<file path="src/rtl/thor2022_regsel_stage_pkg.sv">
// Thor2022_pkg: opcode/func enums, instruction formats and default SP constants
package Thor2022_pkg;
  typedef enum logic [6:0] {R2 = 7'd2, VM = 7'd82} opcode_t;
  typedef enum logic [4:0] {VMCNTPOP = 5'd0, VMFIRST = 5'd1, VMLAST = 5'd2} vm_func_t;
  typedef struct packed {
    logic [6:0] func;
    logic [5:0] Rc;
    logic [5:0] Rb;
    logic [5:0] Ra;
    logic [6:0] opcode;
  } r3_t;
  typedef struct packed {
    logic [4:0] func;
    logic [4:0] Rc;
    logic [4:0] Rb;
    logic [4:0] Ra;
    logic [4:0] Rt;
    logic [6:0] opcode;
  } r2_t;
  typedef union packed {
    r3_t r3;
    r2_t r2;
    logic [31:0] raw;
  } Instruction;
  localparam int SPREG = 31;
  localparam int SPBASE = 44;
endpackage

</file>
<file path="src/rtl/thor2022_regsel_stage_src_remap.sv">
// thor2022_src_remap: per-port source field select followed by banked stack pointer remap
module thor2022_src_remap
  import Thor2022_pkg::*;
#(
  parameter int PORT = 0,
  parameter int REGW = 6,
  parameter int SPREG = Thor2022_pkg::SPREG,
  parameter int SPBASE = Thor2022_pkg::SPBASE,
  parameter int NSPBANK = 4
) (
  input  Instruction        ir,
  input  logic [2:0]        sp_sel,
  output logic [REGW-1:0]   idx
);
  logic [REGW-1:0] f3, f2, vm, sel;
  logic vm_cnt, bank;
  always_comb begin
    f3 = PORT == 0 ? REGW'(ir.r3.Ra) : PORT == 1 ? REGW'(ir.r3.Rb) : PORT == 2 ? REGW'(ir.r3.Rc) : '0;
    f2 = PORT == 0 ? REGW'(ir.r2.Ra) : PORT == 1 ? REGW'(ir.r2.Rb) : PORT == 2 ? REGW'(ir.r2.Rc) : '0;
    vm = REGW'({3'b100, ir.raw[17:15]});
    vm_cnt = ir.r2.func == VMCNTPOP || ir.r2.func == VMFIRST || ir.r2.func == VMLAST;
    sel = ir.r3.opcode == R2 ? f3 : (ir.r3.opcode == VM && PORT == 1) ? (vm_cnt ? vm : '0) : f2;
    bank = sel == REGW'(SPREG) && sp_sel != 3'd0 && int'(sp_sel) <= NSPBANK;
    idx = bank ? REGW'(SPBASE + int'(sp_sel) - 1) : sel;
  end
endmodule

</file>
<file path="src/rtl/thor2022_regsel_stage.sv">
// thor2022_regsel_stage: source select/remap stage with optional busy scoreboard (THOR2022_REGSEL_SCOREBOARD_EN)
module thor2022_regsel_stage
  import Thor2022_pkg::*;
#(
  parameter int NPORTS = 3,
  parameter int REGW = 6,
  parameter int SPREG = Thor2022_pkg::SPREG,
  parameter int SPBASE = Thor2022_pkg::SPBASE,
  parameter int NSPBANK = 4
) (
  input  logic                         rst_i,
  input  logic                         clk_i,
  input  logic                         in_valid,
  output logic                         in_ready,
  input  Instruction                   ir,
  input  logic [2:0]                   sp_sel,
  input  logic                         flush,
  output logic                         out_valid,
  input  logic                         out_ready,
  output logic [NPORTS-1:0][REGW-1:0]  rs,
  output Instruction                   out_ir,
  output logic                         hazard,
  input  logic                         wr_set_v,
  input  logic [REGW-1:0]              wr_set_r,
  input  logic                         wr_clr_v,
  input  logic [REGW-1:0]              wr_clr_r
);
  logic full, fire, accept;
  logic [NPORTS-1:0][REGW-1:0] rs_d;
  for (genvar p = 0; p < NPORTS; p++) begin : g_port
    thor2022_src_remap #(
      .PORT(p), .REGW(REGW), .SPREG(SPREG), .SPBASE(SPBASE), .NSPBANK(NSPBANK)
    ) u_remap (
      .ir(ir), .sp_sel(sp_sel), .idx(rs_d[p])
    );
  end
  assign fire = out_valid & out_ready;
  assign in_ready = ~full | fire;
  assign accept = in_valid & in_ready & ~flush;
  always_ff @(posedge clk_i) begin
    if (rst_i) begin
      full <= 1'b0;
      rs <= '0;
      out_ir <= '0;
    end else begin
      full <= ~flush & (accept | (full & ~fire));
      if (accept) begin
        rs <= rs_d;
        out_ir <= ir;
      end
    end
  end
`ifdef THOR2022_REGSEL_SCOREBOARD_EN
  localparam int NREG = 2 ** REGW;
  logic [NREG-1:0] busy, set_m, clr_m;
  logic busy_hit;
  always_comb begin
    set_m = (wr_set_v && wr_set_r != '0) ? NREG'(1) << wr_set_r : '0;
    clr_m = wr_clr_v ? NREG'(1) << wr_clr_r : '0;
    busy_hit = 1'b0;
    for (int k = 0; k < NPORTS; k++) busy_hit = busy_hit | busy[rs[k]];
  end
  // set is applied after clear so a same-cycle set/clear leaves the register busy
  always_ff @(posedge clk_i) busy <= rst_i ? '0 : (busy & ~clr_m) | set_m;
  assign hazard = full & busy_hit;
  assign out_valid = full & ~busy_hit;
`else
  logic unused_wr;
  assign unused_wr = ^{wr_set_v, wr_set_r, wr_clr_v, wr_clr_r};
  assign hazard = 1'b0;
  assign out_valid = full;
`endif
endmodule

</file>
<file path="config.mk">
export PLATFORM = sky130hd
export DESIGN_NAME = thor2022_regsel_stage
export DESIGN_NICKNAME = d
export VERILOG_FILES = /design/src/rtl/thor2022_regsel_stage_pkg.sv /design/src/rtl/thor2022_regsel_stage_src_remap.sv /design/src/rtl/thor2022_regsel_stage.sv
export SDC_FILE = /design/constraint.sdc
export NUM_CORES = 1
export LEC_CHECK = 0
export CAP_MARGIN = 10
export CORE_UTILIZATION = 43
export DETAILED_ROUTE_END_ITERATION = 10
export HOLD_SLACK_MARGIN = 0.03
export PLACE_DENSITY = 0.87
export SLEW_MARGIN = 20
export SYNTH_ARGS = -nofsm -noshare
export SYNTH_HDL_FRONTEND = slang
export SYNTH_SLANG_ARGS = --single-unit
</file>
<file path="constraint.sdc">
create_clock -name clk_i -period 2.58 [get_ports clk_i]
set_input_delay 0.258 -clock clk_i [delete_from_list [all_inputs] [get_ports clk_i]]
set_output_delay 0.258 -clock clk_i [all_outputs]
set_load 0.005 [all_outputs]
</file>
# Word-level counts from Yosys, hierarchy flattened

Cells that the tools add are included.
Widths: inputs -> output; s select.

Bits of input ports: 54
Word-level logic and storage cells: 43
Flip-flop bits (word level): 51

Magnitude comparators: 1
Bitwise logic cells: 10
Reductions and logical operators: 10
Add/sub/neg operators: 2
Multiplexer cells: 8
Equality and inequality tests: 7

Operator list:

| operator            | count |
|---|---|
| $mux 6              | 8 |
| $eq 6x5->1 const B  | 3 |
| $eq 7x2->1 const B  | 1 |
| $eq 7x7->1 const B  | 1 |
| $add 6x3->6 const A | 1 |
| $logic_and 1x1->1   | 6 |
| $sub 6x2->6 const B | 1 |
| $and 1x1->1         | 5 |
| $eq 5x1->1 const B  | 1 |
| $eq 5x2->1 const B  | 1 |
| $logic_not 5->1     | 1 |
| $le 3x3->1 const B  | 1 |
| $not 1->1           | 3 |
| $reduce_bool 3->1   | 1 |
| $logic_or 1x1->1    | 2 |
| $or 1x1->1          | 2 |

# Logic depth before layout (Yosys ltp)

Word-level depth: 10
Depth in mapped cells: 9
Depth with buffers taken out: 9

# Hierarchy

From an unflattened synthesis, not the netlist that was laid out.

Cell total of the unflattened synthesis: 357
Area, all modules: 3360.7 sq um

By module, submodules not included:

| module                                 | instances | area each (sq um) | cells each |
|---|---|---|---|
| thor2022_regsel_stage                  | 1         | 2351.0            | 225 |
| thor2022_src_remap (g_port[1].u_remap) | 1         | 520.5             | 68 |
| thor2022_src_remap (g_port[2].u_remap) | 1         | 252.7             | 34 |
| thor2022_src_remap (g_port[0].u_remap) | 1         | 236.5             | 30 |

# Worst setup path before layout

Ideal clock, no wire load.

Kind: in2reg
From: input port ir[0] (netlist name)
To: register rs[6] (netlist name)
Stages: 6
Arrival: 1.800 ns
Library setup time: 0.088 ns
Setup slack: 0.691 ns
Cells stage by stage: or3_1 > buf_2 > or3_4 > a22o_1 > nor3b_1 > a311oi_2

Longest elaborated chain between the ends: 7
Elaborated cells on any way between the ends: 8

RTL lines:

| item                           | line                                  | source |
|---|---|---|
| start: declaration             | thor2022_regsel_stage.sv:15           | `input Instruction ir,` |
| $eq 7x7->1                     | -                                     |  |
| $mux 6                         | thor2022_regsel_stage_src_remap.sv:22 | `sel = ir.r3.opcode == R2 ? f3 : (ir.r3.opcode == VM && PORT == 1) ? (vm_cnt ? vm : '0) : f2;` |
| $mux 6 (*)                     | thor2022_regsel_stage_src_remap.sv:22 |  |
| $eq 6x5->1                     | thor2022_regsel_stage_src_remap.sv:23 | `bank = sel == REGW'(SPREG) && sp_sel != 3'd0 && int'(sp_sel) <= NSPBANK;` |
| $logic_and 1x1->1 (2 in a row) | thor2022_regsel_stage_src_remap.sv:23 |  |
| $mux 6 (*)                     | thor2022_regsel_stage_src_remap.sv:24 | `idx = bank ? REGW'(SPBASE + int'(sp_sel) - 1) : sel;` |
| end signal: assignment         | thor2022_regsel_stage.sv:48           | `rs <= rs_d;` |
| end: declaration               | thor2022_regsel_stage.sv:20           | `output logic [NPORTS-1:0][REGW-1:0] rs,` |

Every way passes the cells marked *; elsewhere a longest branch is shown, timed or not.
A chain may end at the register's enable or synchronous reset.

# Worst setup path after layout

Ends and elaborated chain as after synthesis.

==> metrics.txt <==
Arr. time, crit path=about 2400 ps; row count=27; total wire length=7.060 mm; total congestion overflow=0; worst path required time=2760 ps; DIE WIDTH=78.55 µm; # IOs=107; top post-synthesis cells by count=nand2_1 (75), dfxtp_1 (51), a21oi_1 (37); Placed Cells=473; Setup Fix Bufs, Post-CTS=0; core area=0.005574 mm²; Mapped Avg Cell Area=8.000 µm²; DP HPWL=roughly 5.3 mm; Synth Flop Type=dfxtp_1; vias in the first global route=2447; ant diodes=0; minimum clock period=approximately 2200 ps; CTS tree=built; Post-synth EDFFs=0; H-tree Lvls=2; Place WS=86.54 ps; Synthesis Warnings=0; reg2reg start=out_valid; PD cells=472.7 mW/mm²; RD Place Congestion=0.9002; Mapped Area=0.002520 mm²; kind of end point of the critical path=flop; Die Y=between 70 and 80 µm; Final Core Density=0.6572; share of cells above drive strength 1=0.09314; hold crit path type=input pin to flop; Post-CTS Resized=0; # DRC=0; clk sinks=51; dpl cell area=0.003561 mm²; distinct cell type count of the synthesized netlist=53; unrepaired setup endpoints after global routing=false; Gate Count Post-Synth=315; setup TNS=0 ps; Initial Util=0.4521; Nets=465; Setup crit start=ir[0]; total power=between 1.5 and 2 mW; PortBufs=91; per-cell routed wire length=14.71 µm; router iterations before antenna repair=4; Synth area leaders=dfxtp_1 (41%), nand2_1 (11%), a21oi_1 (7.3%), mux2i_1 (4.4%), a211oi_1 (2.4%); Peak Freq=453.6 MHz; Rel. slew slack=0.6606; final max-slew violation count=0; Tot GR Track Use=0.2347; initial antenna violation count=0; initial DRC count=166; Net Count, Synth=372; sequential area share after synthesis=0.4052; fin crit share=0.8545; largest net degree at the start of global routing=27; area delta synth->final=45.38%; hold_sp=rst_i; Hold Buf Count CTS=0; Async S/R FF share, synth=0; antenna-violating nets left=0; CTS root buffer=clkbuf_8; vias per std cell=5.510; CP Max Fanout=7; Non-Filler Instances=480; Worst R2R Path Depth=5; Hold Vio Cnt, Final=0; number of max-cap violations=0; dominant cell by count in the synthesized netlist=nand2_1; clk_lat worst skew=300 ps; first-pass GRT wire length=approximately 11 mm; crit start category=input pin; Worst Setup Slack, final=375.4 ps; outcome=finished, final reports clean; worst ir drop on vdd=about 0.30 mV; Clock transition at path regs=90 ps; final instance area=0.003664 mm²; Die Area=0.006170 mm²; #FFs+latches synth=approximately 50; Vias=around 2600; top-area cell type share of the netlist area=0.4052; critical setup path kind=input pin to flop; endpoints failing setup=0; Inserted Clock Buffers=5; leading area contributor after synthesis=dfxtp_1; Worst Hold Margin=353.0 ps; Fin Clk Skew=6.749 ps; clock buffer depth=2; Hold Crit Depth=2; Slew @ Worst Pin=between 500 and 600 ps; Leak=1.377 nW
where the power goes:
part | internal [mW] | leakage (nW) | switching (mW)
clock network | 0.284 | 0.0513 | 0.244
registers | 0.826 | 0.417 | 0.0203
logic | 0.189 | 0.909 | 0.167
total | 1.30 | 1.38 | 0.432
cell type report:
class | count | area, µm²
Tap cell | 72 | 90.09
Clock inverter | 1 | 30.03
Fill cell | 503 | 1911
Timing Repair Buffer | 108 | 1033
Sequential cell | 51 | 1021
Multi-Input combinational cell | 230 | 1371
Clock buffer | 6 | 72.57
Inverter | 12 | 45.04
placed cells by master (no fill, tap or decap), drive strengths merged, types with 5 or more instances in the layout:
cell	n
nand3	5
nand4	5
a211oi	8
inv	11
dfxtp	51
nor3	5
clkbuf	6
nor2	16
mux2i	11
nand2	75
clkdlybuf4s50	90
a21oi	37
buf	18
nor2b	5
cell families (layout without fill, tap and decap cells):
family | count (synthesis) | count (layout) | synth area share
adder cells (fa/ha/maj) | 3 | 3 | 0.01490
multiplexers | 12 | 12 | 0.04816
AND/OR/NAND/NOR | 131 | 131 | 0.2468
buffers and inverters | 34 | 127 | 0.05362
flip-flops | 51 | 51 | 0.4052
AO/OA/AOI/OAI | 83 | 83 | 0.2299
other | 1 | 1 | 0.001488
worst paths after layout:
kind	end	slack [ps]
worst max-delay path	rs[6]	380
worst min-delay path	out_ir[25]	350
worst max register to register	rs[5]	880
worst min register to register	out_ir[29]	460
worst max-delay path: stages:
cell and delay, ps:
clkdlybuf4s50_1 460, or3_1 520, o41ai_1 480, a22o_1 230, nor3b_1 300, a311oi_2 140
metal layers:
layer	global-route usage	routed length [µm]	vias to the layer above
met5	0	0	-
met4	0.06481	58	0
met3	0.04884	506	6
met2	0.4026	3375	103
met1	0.2948	3119	1231
li1	-	-	1305
registers in the layout (all words and copies together) (netlist names):
register	flops
out_ir	32
out_valid	1
rs	18
No activity file was read; power rests on OpenSTA's default activity.
